==> src/rtl/isa_pkg.sv <==
// Shared ISA constants for fetch, decode and execute.
// Word widths, memory size, bubble word and instruction field positions.
package isa_pkg;

    localparam int ISA_WIDTH = 32;
    localparam int ISA_MEM_SIZE = 128;
    localparam int ISA_RESET_PC = 0;
    localparam logic [31:0] ISA_NOP_WORD = 32'h0000_0000;

    localparam int OPC_HI = 31;
    localparam int OPC_LO = 26;
    localparam int RS_HI = 25;
    localparam int RS_LO = 21;
    localparam int RT_HI = 20;
    localparam int RT_LO = 16;
    localparam int IMM_HI = 15;
    localparam int IMM_LO = 0;

endpackage

==> src/rtl/pc_reg.sv <==
// Program counter with next-PC mux and instruction memory range check.
// Ports: clka/rsta, redirect_i + redirect_pc_i, hold_i -> pc_o, in_range_o.
module pc_reg
    import isa_pkg::*;
#(
    parameter int WIDTH = ISA_WIDTH,
    parameter int MEM_SIZE = ISA_MEM_SIZE,
    parameter logic [WIDTH-1:0] RESET_PC = WIDTH'(ISA_RESET_PC)
) (
    input  logic             clka,
    input  logic             rsta,
    input  logic             redirect_i,
    input  logic [WIDTH-1:0] redirect_pc_i,
    input  logic             hold_i,
    output logic [WIDTH-1:0] pc_o,
    output logic             in_range_o
);

    logic [WIDTH-1:0] pc_q;
    logic [WIDTH-1:0] pc_d;

    // redirect_i arrives already qualified against a held fault
    always_comb begin
        pc_d = pc_q;
        if (redirect_i) begin
            pc_d = redirect_pc_i;
        end else if (!hold_i) begin
            pc_d = pc_q + WIDTH'(1);
        end
    end

    always_ff @(posedge clka) begin
        if (rsta) begin
            pc_q <= RESET_PC;
        end else begin
            pc_q <= pc_d;
        end
    end

    assign pc_o = pc_q;
    assign in_range_o = (pc_q < WIDTH'(MEM_SIZE));

endmodule

==> src/rtl/instr_fetch_stage.sv <==
// Fetch stage: PC, instruction memory address, IF/ID register, fault flag.
// Ports: clka/rsta, stall_i, redirect_i/redirect_pc_i, imem_*, ifid_*, fault_o.
module instr_fetch_stage
    import isa_pkg::*;
#(
    parameter int WIDTH = ISA_WIDTH,
    parameter int MEM_SIZE = ISA_MEM_SIZE,
    parameter logic [WIDTH-1:0] RESET_PC = WIDTH'(ISA_RESET_PC),
    parameter logic [WIDTH-1:0] NOP_WORD = WIDTH'(ISA_NOP_WORD)
) (
    input  logic             clka,
    input  logic             rsta,
    input  logic             stall_i,
    input  logic             redirect_i,
    input  logic [WIDTH-1:0] redirect_pc_i,
    output logic [WIDTH-1:0] imem_addr_o,
    input  logic [WIDTH-1:0] imem_data_i,
    output logic [WIDTH-1:0] ifid_instr_o,
    output logic [WIDTH-1:0] ifid_pc_o,
    output logic [WIDTH-1:0] ifid_pc_plus1_o,
    output logic             ifid_valid_o,
    output logic             fault_o
);

    logic [WIDTH-1:0] pc;
    logic             in_range;
    logic             redir_en;
    logic             pc_hold;

    logic [WIDTH-1:0] instr_q, instr_d;
    logic [WIDTH-1:0] ipc_q, ipc_d;
    logic [WIDTH-1:0] ipc1_q, ipc1_d;
    logic             valid_q, valid_d;
    logic             fault_q, fault_d;

    // a held fault freezes the PC and swallows redirects
    assign redir_en = redirect_i & ~fault_q;
    assign pc_hold = fault_q | ~in_range | stall_i;

    pc_reg #(
        .WIDTH(WIDTH),
        .MEM_SIZE(MEM_SIZE),
        .RESET_PC(RESET_PC)
    ) u_pc_reg (
        .clka(clka),
        .rsta(rsta),
        .redirect_i(redir_en),
        .redirect_pc_i(redirect_pc_i),
        .hold_i(pc_hold),
        .pc_o(pc),
        .in_range_o(in_range)
    );

    always_comb begin
        instr_d = instr_q;
        ipc_d = ipc_q;
        ipc1_d = ipc1_q;
        valid_d = valid_q;
        fault_d = fault_q;
        if (fault_q) begin
            valid_d = 1'b0;
        end else if (redirect_i) begin
            instr_d = NOP_WORD;
            valid_d = 1'b0;
        end else if (!in_range) begin
            fault_d = 1'b1;
            instr_d = NOP_WORD;
            valid_d = 1'b0;
        end else if (!stall_i) begin
            instr_d = imem_data_i;
            ipc_d = pc;
            ipc1_d = pc + WIDTH'(1);
            valid_d = 1'b1;
        end
    end

    always_ff @(posedge clka) begin
        if (rsta) begin
            instr_q <= NOP_WORD;
            ipc_q <= '0;
            ipc1_q <= '0;
            valid_q <= 1'b0;
            fault_q <= 1'b0;
        end else begin
            instr_q <= instr_d;
            ipc_q <= ipc_d;
            ipc1_q <= ipc1_d;
            valid_q <= valid_d;
            fault_q <= fault_d;
        end
    end

    assign imem_addr_o = pc;
    assign ifid_instr_o = instr_q;
    assign ifid_pc_o = ipc_q;
    assign ifid_pc_plus1_o = ipc1_q;
    assign ifid_valid_o = valid_q;
    assign fault_o = fault_q;

endmodule

==> config.mk <==
export PLATFORM = sky130hd
export DESIGN_NAME = instr_fetch_stage
export DESIGN_NICKNAME = d
export VERILOG_FILES = /design/src/rtl/isa_pkg.sv /design/src/rtl/pc_reg.sv /design/src/rtl/instr_fetch_stage.sv
export SDC_FILE = /design/constraint.sdc
export NUM_CORES = 1
export LEC_CHECK = 0
export CORE_UTILIZATION = 43
export DETAILED_ROUTE_END_ITERATION = 12
export GPL_ROUTABILITY_DRIVEN = 0
export PLACE_DENSITY = 0.82
export REMOVE_ABC_BUFFERS = 1
export SETUP_SLACK_MARGIN = 0.5
export SLEW_MARGIN = 10
export SYNTH_ARGS = -nofsm -noshare
export SYNTH_HDL_FRONTEND = slang
export SYNTH_SLANG_ARGS = --single-unit
==> constraint.sdc <==
create_clock -name clka -period 2 [get_ports clka]
set_input_delay 0.6 -clock clka [delete_from_list [all_inputs] [get_ports clka]]
set_output_delay 0.6 -clock clka [all_outputs]
set_load 0.005 [all_outputs]
==> results of run 1 <==
## cells by family (layout without fill, tap and decap cells)
| logic type | after synthesis | in the layout | share of synthesized area, % |
|---|---|---|---|
| AOI/OAI and AO/OA | 85 | 85 | 13.0 |
| xor gates and xnor gates | 5 | 5 | 0.919 |
| adders and majority gates | 1 | 1 | 0.262 |
| buffers and inverters | 50 | 328 | 5.27 |
| DFF | 130 | 130 | 54.6 |
| muxes | 22 | 22 | 4.62 |
| and+or+nand+nor | 182 | 182 | 21.3 |
## layout make-up
cell class | instances | area [um2]
fillers | 612 | 2180
clock buffers | 19 | 432
well taps | 140 | 175
clock inverters | 12 | 160
flip-flops and latches | 130 | 2820
multi-input cells | 295 | 2260
inverters | 11 | 41.3
repair buffers | 286 | 2760
## critical path, stage by stage, from the launching register on
cell	delay [ns]
dfxtp_2	0.34
nor4_4	0.31
and4_4	0.32
a41o_4	0.33
buf_12	0.16
mux2i_1	0.26
## power breakdown
part	switching [W]	internal, W
clock	0.00116	0.00193
combinational	0.000396	0.000537
sequential	0.0000604	0.00264
total	0.00162	0.00510
## layer usage
| metal | GRT usage (%) | part of all wire (%) | vias to the layer above |
|---|---|---|---|
| li1 | - | - | 2185 |
| met5 | 0 | 0 | - |
| met3 | 10.4 | 8.8 | 44 |
| met2 | 48.0 | 52 | 224 |
| met1 | 28.8 | 37 | 2252 |
| met4 | 10.6 | 2.6 | 0 |
## flip-flops by register name, summed over array words and instances, names as in the netlist
name,count
u_pc_reg.pc_o,32
ifid_instr_o,32
ifid_pc_o,32
ifid_valid_o,1
fault_o,1
ifid_pc_plus1_o,32
## synth_stat cells (2+ instances only)
master | count | area share (%)
and4_1 | 4 | 0.73
nor4_2 | 2 | 0.52
xor2_1 | 2 | 0.37
xnor2_1 | 3 | 0.55
clkbuf_1 | 21 | 1.7
nor4_1 | 3 | 0.39
mux2i_1 | 22 | 4.6
o32ai_1 | 10 | 1.8
and3_1 | 2 | 0.26
o221a_2 | 13 | 3.1
nor3_1 | 5 | 0.52
inv_1 | 11 | 0.87
nor2_1 | 12 | 0.94
nand3_1 | 34 | 3.6
buf_8 | 2 | 0.63
a31oi_1 | 2 | 0.26
and2_1 | 51 | 6.7
nand4_1 | 3 | 0.39
buf_4 | 4 | 0.63
a211oi_1 | 10 | 1.6
buf_6 | 2 | 0.47
dfxtp_1 | 130 | 55
nand2b_1 | 33 | 4.3
o21bai_1 | 4 | 0.63
nand2_1 | 28 | 2.2
o21ai_0 | 9 | 0.94
buf_2 | 9 | 0.94
nor2b_1 | 2 | 0.26
a21oi_1 | 29 | 3.0
## worst min-delay path by stage
stage / start / to / slack [ns] / depth (start not counted)
after floorplan: ifid_pc_o[10]$_SDFFE_PP0P_ / ifid_pc_o[10]$_SDFFE_PP0P_ / 0.45 / 1
after global placement: ifid_pc_o[22]$_SDFFE_PP0P_ / ifid_pc_o[22]$_SDFFE_PP0P_ / 0.44 / 1
after detailed placement: ifid_pc_o[14]$_SDFFE_PP0P_ / ifid_pc_o[14]$_SDFFE_PP0P_ / 0.44 / 1
after CTS: ifid_pc_plus1_o[15]$_SDFFE_PP0P_ / ifid_pc_plus1_o[15]$_SDFFE_PP0P_ / 0.45 / 1
after global routing: ifid_pc_plus1_o[16]$_SDFFE_PP0P_ / ifid_pc_plus1_o[16]$_SDFFE_PP0P_ / 0.47 / 1
final: ifid_pc_o[14]$_SDFFE_PP0P_ / ifid_pc_o[14]$_SDFFE_PP0P_ / 0.45 / 1
## timing repair
action | in CTS | in global routing
endpoints found under the hold margin | 0 | 0
endpoints found under the setup margin | 248 | 257
setup buffers | 29 | 16
cloned | 4 | 7
pin swaps | 8 | 30
gates resized for setup | 733 | 89
## through the flow
stage	std cells	util, %	instance area, um2
6_report	893	79.8	8660
3_3_place_gp	806	65.2	7070
5_1_grt	893	79.8	8660
3_5_place_dp	806	65.2	7070
2_1_floorplan	436	-	4560
4_1_cts	870	74.0	8030
==> results by group, run 1 <==
Worst setup path
  • Setup CP Type: register to register
  • Worst r2r src: u_pc_reg.pc_o[25]$_SDFFE_PP0P_
  • Worst Setup EP: ifid_instr_o[22]$_SDFFE_PP0P_
  • Crit path arrival time: approximately 2.3 ns
  • CP endpoint kind: register
  • R2R depth: 5
  • Crit path launch: u_pc_reg.pc_o[25]$_SDFFE_PP0P_
  • Setup crit start kind: register
  • CP required: approximately 2.4 ns
  • Worst-path fanout max: 6
  • Critical R2R Capture: ifid_instr_o[22]$_SDFFE_PP0P_
  • Flop2flop setup slack: 0.17 ns

Timing
  • Fmax: 546 MHz
  • # setup viols final: 0
  • Crit path time final: 1.83 ns
  • RSZ-0062 raised after global routing: yes
  • Worst slew pin tran: 0.404 ns
  • Final hold violations: 0
  • Clk_skew: roughly 0.0085 ns
  • Fin. max-slew vios: 0
  • Min setup slack post-route: 0.168 ns
  • Hold WS: about 0.45 ns
  • Final TNS setup: 0 ns
  • Period utilization: 91.6%
  • Slew headroom: 73.0%

Clocking
  • Hold Buf Count CTS: 0
  • Clk_lat worst skew: approximately 0.52 ns
  • Clock Sinks: between 100 and 150
  • Root Buffer: clkbuf_8
  • Clock slew at reported path FFs: 0.06 ns
  • CTS Buf Count: 17
  • Max clock buf depth: 2
  • H-tree depth: 4
  • CTS tree: built

Global route
  • Aggregate global-route resource usage: between 20% and 30%
  • First-pass GRT wire length: around 24000 um
  • Largest net degree at the start of global routing: 60
  • Number of global-route vias before repair: 4703
  • Gr ovfl total: 0
  • Initial antenna violation count: 0

Detailed routing
  • Drt pass-1 iters: 7
  • DRC Markers: 0
  • Total routed wirelength: 17000 um
  • Initial detailed-routing violation count: slightly below 200
  • Via Count: 4705
  • Vias per inst: ~5.3
  • ANT nets after route: 0
  • WL per Instance: 19.0 um

Final layout
  • Commonest non-fill, non-tap cell in the layout: dfxtp_2
  • Share of cells above drive strength 1: 59.1%
  • Final Net Count: a little over 800
  • Antenna diode count: 0
  • Area grow syn2layout: 81.5%
  • Most frequent cells in the layout: dfxtp_2 (107), buf_6 (83), clkdlybuf4s50_1 (65)

Floorplanning
  • Core region area: 0.0108 mm2
  • Die W: 107 um
  • Row cnt: 38
  • Die height: approximately 110 um
  • Die area: 0.0115 mm2
  • I/O pin count: roughly 200
  • Initial core utilization: 44.0%

Run status
  • Status: completed

Logic synthesis
  • Area of the mapped netlist: 0.00477 mm2
  • Async set or reset register ratio after synthesis: 0%
  • Main synth FF type: dfxtp_1
  • Sequential element share of the synthesized area: 54.6%
  • Average cell area after synthesis: 10.0 um2
  • Count of cell types in the netlist: 42
  • Post-synthesis instance total: 475
  • Warnings, synthesis: 0
  • Yosys reg bits: 130
  • EDFF count, synth: 0

Pwr
  • Pwr dens: 776 mW/mm2
  • Static Leak: 3.70 nW
  • Peak supply drop: 0.603 mV
  • Total Power: 0.00672 W

Placement
  • Pre-CTS setup slack: -0.321 ns
  • Post-DP HPWL: 9600 um
  • Port-buffer cells: 197

Min path
  • HP Class: register to register

Job
  • Number of max-cap violations: 0
(Power assumes the default switching activity.)
==> run 2, diff against run 1 <==
--- a/config.mk
+++ b/config.mk
@@ -8,2 +8,3 @@
 export CORE_UTILIZATION = 43
+export CTS_CLUSTER_DIAMETER = 150
 export DETAILED_ROUTE_END_ITERATION = 12
@@ -12,3 +13,3 @@
 export REMOVE_ABC_BUFFERS = 1
-export SETUP_SLACK_MARGIN = 0.5
+export SETUP_SLACK_MARGIN = 0.02
 export SLEW_MARGIN = 10
--- a/constraint.sdc
+++ b/constraint.sdc
@@ -3,2 +3,2 @@
 set_output_delay 0.6 -clock clka [all_outputs]
-set_load 0.005 [all_outputs]
+set_load 0.01 [all_outputs]
==> run 2 against run 1 <==
  * Clock power about the same
  * Wire length fell by 20%
  * Power shrank 4.6%
  * Largest cell class unchanged
  * Highest routed layer unchanged
==> results by group, run 2 (synthesized netlist as in run 1, its figures left out) <==
Global route
  • Aggregate global-route resource usage: 24.1% (-2.9 points)
  • Initial antenna violation count: 0 (unchanged)
  • Number of global-route vias before repair: 4309 (-8.4%)
  • First-pass GRT wire length: 21300 um (-10%)
  • Gr ovfl total: 0 (unchanged)
  • Largest net degree at the start of global routing: 60 (unchanged)

Timing
  • Worst slew pin tran: 0.538 ns (+0.133 ns)
  • Crit path time final: 1.86 ns (+0.0262 ns)
  • # setup viols final: 0 (unchanged)
  • Fin. max-slew vios: 0 (unchanged)
  • Period utilization: 92.9% (+1.3 points)
  • RSZ-0062 raised after global routing: no
  • Clk_skew: 0.00599 ns (-0.00252 ns)
  • Final hold violations: 0 (unchanged)
  • Fmax: 538 MHz (-1.4%)
  • Slew headroom: 64.1% (-8.8 points)

Placement
  • Post-DP HPWL: 9600 um (unchanged)
  • Port-buffer cells: 197 (unchanged)
  • Placed cells: 806 (unchanged)

Job
  • Number of max-cap violations: 0 (unchanged)

Pwr
  • Peak supply drop: 0.574 mV (-4.8%)
  • Pwr dens: 852 mW/mm2 (+9.8%)
  • Total Power: 0.00641 W (-4.6%)
  • Static Leak: 3.45 nW (-6.8%)

Final layout
  • Area grow syn2layout: 57.6%
  • Antenna diode count: 0 (unchanged)
  • Fill cells: 825 (+35%)
  • Layout Utilization: 69.3% (-11 points)
  • Seq. cell area: 0.00261 mm2 (-7.5%)
  • Multi-input logic area: 0.00193 mm2 (-15%)
  • Final Net Count: 754 (-6.9%)
  • Final non-filler cell total: 837 (-6.3%)
  • Most frequent cells in the layout: dlygate4sd2_1 (130), dfxtp_1 (125), clkdlybuf4s50_1 (66)
  • Share of cells above drive strength 1: 13.3% (-46 points)
  • Commonest non-fill, non-tap cell in the layout: dlygate4sd2_1

Worst setup path
  • Setup crit start kind: register
  • Crit-path slowest cell: nor4_2
  • Crit path arrival time: 2.30 ns (+0.05 ns)
  • Crit path launch: u_pc_reg.pc_o[12]$_SDFFE_PP0P_
  • Worst r2r src: u_pc_reg.pc_o[12]$_SDFFE_PP0P_
  • Crit-path leading delay family: simple AND/OR/NAND/NOR gates
  • Crit-path cells: nor4_2, and2_1, a41o_1, buf_12, mux2i_1
  • Setup CP Type: register to register
  • Flop2flop setup slack: 0.14 ns (-0.03 ns)
  • Crit-path max cell delay: 0.50 ns (+0.16 ns)
  • R2R depth: 5 (unchanged)
  • CP required: 2.44 ns (+0.02 ns)
  • Crit path buffers/inverters: 1 (unchanged)
  • Critical R2R Capture: ifid_instr_o[25]$_SDFFE_PP0P_
  • CP endpoint kind: register
  • Worst-path fanout max: 22 (+16)
  • Worst Setup EP: ifid_instr_o[25]$_SDFFE_PP0P_
  • Stages on worst setup path: 5 (unchanged)

Min path
  • HP Class: register to register

Clocking
  • Clock slew at reported path FFs: 0.06 ns (about the same)
  • Max clock buf depth: 2 (unchanged)
  • CTS tree: built
  • Clock Sinks: 130 (unchanged)
  • Root Buffer: clkbuf_8
  • Hold Buf Count CTS: 0 (unchanged)
  • CTS Buf Count: 17 (unchanged)
  • Clk_lat worst skew: 0.52 ns (about the same)
  • H-tree depth: 4 (unchanged)

Detailed routing
  • DRC Markers: 0 (unchanged)
  • Vias per inst: 5.08 (-3.7%)
  • Via Count: 4248 (-9.7%)
  • Total routed wirelength: 13600 um (-20%)
  • Drt pass-1 iters: 6 (-1)
  • Initial detailed-routing violation count: 202 (+4.1%)
  • WL per Instance: 16.3 um (-15%)
  • ANT nets after route: 0 (unchanged)

Run status
  • Status: completed

Floorplanning
  • Die height: 107 um (unchanged)
  • Die W: 107 um (unchanged)
  • Row cnt: 38 (unchanged)
  • Initial core utilization: 44.0% (unchanged)
  • I/O pin count: 198 (unchanged)
  • Core region area: 0.0108 mm2 (unchanged)
  • Die area: 0.0115 mm2 (unchanged)
run 2: cell types whose count changed in the layout (fill, tap and decap cells not counted), moves of 30 or more:
cell           delta
dlygate4sd2_1   +130
buf_2            -61
dfxtp_1         +125
buf_6            -83
dfxtp_2         -103
buf_4            -30
run 2: final cells by class:
type / count / share of cell area, %
clock buffers: 19 / 5.74
clock inverters: 12 / 2.13
inverters: 11 / 0.549
multi-input cells: 295 / 25.7
flip-flops and latches: 130 / 34.7
well taps: 140 / 2.33
repair buffers: 230 / 28.8
run 2: metrics by stage:
stage,cell area (um2),TNS [ns],hold slack [ns],setup WS [ns]
final,7520,0,0.459,0.141
after global routing,7520,0,0.470,0.0201
after CTS,7510,0,0.459,0.0241
after detailed placement,7070,-29.80,0.444,-0.321
after global placement,7070,-22.30,0.441,-0.246
after floorplan,4560,-60.72,0.486,-0.873
run 2: worst min path at each step:
stage | startpoint | to | slack (ns) | cells after the start
3_3_place_gp | ifid_pc_o[22]$_SDFFE_PP0P_ | ifid_pc_o[22]$_SDFFE_PP0P_ | 0.44 | 1
6_report | ifid_pc_o[25]$_SDFFE_PP0P_ | ifid_pc_o[25]$_SDFFE_PP0P_ | 0.46 | 1
3_5_place_dp | ifid_pc_o[14]$_SDFFE_PP0P_ | ifid_pc_o[14]$_SDFFE_PP0P_ | 0.44 | 1
4_1_cts | ifid_pc_plus1_o[15]$_SDFFE_PP0P_ | ifid_pc_plus1_o[15]$_SDFFE_PP0P_ | 0.46 | 1
2_1_floorplan | u_pc_reg.pc_o[24]$_SDFFE_PP0P_ | u_pc_reg.pc_o[24]$_SDFFE_PP0P_ | 0.49 | 2
5_1_grt | ifid_pc_o[27]$_SDFFE_PP0P_ | ifid_pc_o[27]$_SDFFE_PP0P_ | 0.47 | 1
run 2: timing repair:
item | 4_1_cts | 5_1_grt
buffers inserted | 0 | 0
endpoints found under the setup margin | 130 | 41
resized for setup | 136 | 2
run 2: worst register-to-register path: cells and delay by family (launching register included):
family	cells	cell delay, ns
AOI/OAI and AO/OA	1	0.24
buffers and inverters	1	0.21
DFF	1	0.34
muxes	1	0.23
and+or+nand+nor	2	0.76
run 2: power breakdown:
group	internal, W	total [W]	switching, W
combinational	0.000341	0.000645	0.000304
sequential	0.00264	0.00270	0.0000542
clock	0.00193	0.00306	0.00114
total	0.00491	0.00641	0.00150
run 2: metal layers:
metal	GRT usage, %	part of all wire (%)
met1	26.7	40
met2	40.4	47
met3	10.5	11
met4	9.69	2.2
met5	0	0
==> run 3, diff against run 2 <==
Settings changed: PLACE_DENSITY 0.82 to not set, PLACE_DENSITY_LB_ADDON set to 0.15, SLEW_MARGIN 10 to 20.
==> run 3 against run 2 <==
  * Power fell by 1.1%
  * Sequential cell count did not move
  * Sequential power barely moved
  * Worst hold slack got worse by 0.10 ns
  * Via count fell by 0.73%
  * First-iteration DRC count rose by 5.9%
  * Count of clock-buffer cells in the layout rose by 1
  * Critical path type is now register to primary output
==> results by group, run 3 (synthesized netlist as in run 1, its figures left out) <==
Worst setup path
  • R2R depth: 5 (unchanged)
  • Crit-path max cell delay: 0.43 ns (-0.07 ns)
  • Crit-path slowest cell: dfxtp_1
  • Crit-path leading delay family: flip-flops
  • Worst-path fanout max: 5 (-77%)
  • Critical R2R Capture: ifid_instr_o[24]$_SDFFE_PP0P_
  • Worst r2r src: u_pc_reg.pc_o[25]$_SDFFE_PP0P_
  • Crit path buffers/inverters: 1 (unchanged)
  • Setup crit start kind: register
  • Crit-path cells: dlygate4sd2_1
  • Setup CP Type: register to primary output
  • Crit path arrival time: 1.27 ns (-1.03 ns)
  • CP required: 1.40 ns (-1.04 ns)
  • Flop2flop setup slack: 0.17 ns (+0.03 ns)
  • CP endpoint kind: primary output

Final layout
  • Commonest non-fill, non-tap cell in the layout: dlygate4sd2_1
  • Fill cells: 873 (+5.8%)
  • Seq. cell area: 0.00261 mm2 (-0.14%)
  • Multi-input logic area: 0.00193 mm2 (-0.13%)
  • Post-route cell area: 0.00752 mm2 (about the same)
  • Antenna diode count: 0 (unchanged)
  • Area grow syn2layout: 57.7% (about the same)
  • Final Net Count: 759 (+0.66%)
  • Share of cells above drive strength 1: 14.0% (+0.62 points)
  • Most frequent cells in the layout: dlygate4sd2_1 (129), dfxtp_1 (126), clkdlybuf4s50_1 (66)

Detailed routing
  • Via Count: 4217 (-0.73%)
  • Vias per inst: 5.01 (-1.3%)
  • Drt pass-1 iters: 4 (-2)
  • Initial detailed-routing violation count: 214 (+5.9%)
  • WL per Instance: 15.2 um (-6.6%)
  • Total routed wirelength: 12800 um (-6.0%)
  • ANT nets after route: 0 (unchanged)
  • DRC Markers: 0 (unchanged)

Run status
  • Status: completed

Global route
  • Gr ovfl total: 0 (unchanged)
  • Number of global-route vias before repair: 4229 (-1.9%)
  • Largest net degree at the start of global routing: 53 (-12%)
  • First-pass GRT wire length: 20400 um (-4.2%)
  • Initial antenna violation count: 0 (unchanged)
  • Aggregate global-route resource usage: 22.8% (-1.3 points)

Timing
  • Period utilization: 93.5% (+0.61 points)
  • Fmax: 535 MHz (-0.65%)
  • Min setup slack post-route: 0.129 ns (-0.0122 ns)
  • Final TNS setup: 0 ns (unchanged)
  • Slew headroom: 70.6% (+6.5 points)
  • Fin. max-slew vios: 0 (unchanged)
  • # setup viols final: 0 (unchanged)
  • Final hold violations: 0 (unchanged)
  • RSZ-0062 raised after global routing: no
  • Clk_skew: 0.00507 ns (-0.000915 ns)
  • Crit path time final: 1.87 ns (+0.0122 ns)
  • Worst slew pin tran: 0.441 ns (-0.0969 ns)

Clocking
  • Max clock buf depth: 2 (unchanged)
  • Setup repair bufs after CTS: 0 (unchanged)
  • Clk_lat worst skew: 0.51 ns (about the same)
  • Clock slew at reported path FFs: 0.06 ns (about the same)
  • Root Buffer: clkbuf_8
  • CTS Buf Count: 17 (unchanged)
  • CTS tree: built
  • H-tree depth: 4 (unchanged)
  • Clock Sinks: 130 (unchanged)

Floorplanning
  • Die area: 0.0115 mm2 (unchanged)
  • Core region area: 0.0108 mm2 (unchanged)
  • I/O pin count: 198 (unchanged)
  • Die height: 107 um (unchanged)
  • Initial core utilization: 44.0% (unchanged)
  • Die W: 107 um (unchanged)
  • Row cnt: 38 (unchanged)

Min path
  • HP Class: input port to register
  • Min-delay src: rsta
  • Hold endpoint: ifid_pc_plus1_o[7]$_SDFFE_PP0P_
  • Cell depth of the worst min-delay path: 2 (+1)

Pwr
  • Seq pwr share: 42.6% (+0.5 points)
  • Pwr dens: 843 mW/mm2 (-1.1%)
  • Peak supply drop: 0.681 mV (+19%)
  • Clock power frac: 47.3% (-0.5 points)
  • Static Leak: 3.47 nW (+0.76%)
  • Switching Share: 23.4% (+0.024 points)
  • Pint: 0.00486 W (-1.1%)
  • Combinational cell fraction of total power: 10.1% (about the same)
  • Sw power: 0.00148 W (-0.99%)

Placement
  • Pre-CTS setup slack: -0.394 ns (-0.0725 ns)
  • Post-DP HPWL: 9240 um (-3.8%)
  • Cell Area, Placed: 0.00708 mm2 (+0.14%)
  • Port-buffer cells: 197 (unchanged)

Job
  • Number of max-cap violations: 0 (unchanged)
-- run 3: cell type report --
class	instances	share of cell area, %
Sequential cell	130	34.7
Clock buffer	20	6.06
Tap cell	140	2.33
Inverter	11	0.549
Clock inverter	11	1.71
Timing Repair Buffer	235	29.0
Multi-Input combinational cell	295	25.7
-- run 3: worst max-delay path by stage --
stage	startpoint	cells after the start	to	slack, ns
detailed placement	redirect_i	7	ifid_instr_o[2]$_SDFFE_PP0P_	-0.39
CTS	ifid_pc_plus1_o[30]$_SDFFE_PP0P_	1	ifid_pc_plus1_o[30]	0.02
finish	u_pc_reg.pc_o[6]$_SDFFE_PP0P_	1	imem_addr_o[6]	0.13
global route	u_pc_reg.pc_o[27]$_SDFFE_PP0P_	6	ifid_pc_plus1_o[2]$_SDFFE_PP0P_	0.02
global placement	stall_i	7	ifid_instr_o[2]$_SDFFE_PP0P_	-0.42
floorplan	u_pc_reg.pc_o[30]$_SDFFE_PP0P_	4	ifid_instr_o[10]$_SDFFE_PP0P_	-0.87
-- run 3: per-stage QoR --
stage               power (W)  utilization [%]  cells  hold WS [ns]
global placement      0.00341             65.3    811         0.442
detailed placement    0.00342             65.3    811         0.443
global route          0.00656             69.4    842         0.362
CTS                   0.00640             69.3    842         0.334
floorplan             0.00299                -    436         0.486
finish                0.00634             69.4    842         0.359
-- run 3: timing repair --
action,in CTS,in global routing
setup endpoints to repair,129,29
gates resized for setup,133,3
hold buffers,0,0
-- run 3: per-layer routing --
metal	part of all wire, %	track usage, %
met1	43	27.3
met2	46	36.8
met3	9.3	8.84
met4	1.9	8.90
met5	0	0
-- run 3: power by group through the flow --
| stage | clock network [W] | registers, W | logic (W) |
|---|---|---|---|
| final | 0.00300 | 0.00270 | 0.000640 |
| after global routing | 0.00317 | 0.00271 | 0.000689 |
| after CTS | 0.00306 | 0.00270 | 0.000643 |
| after detailed placement | 0 | 0.00275 | 0.000673 |
| after global placement | 0 | 0.00275 | 0.000664 |
| after floorplan | 0 | 0.00277 | 0.000222 |
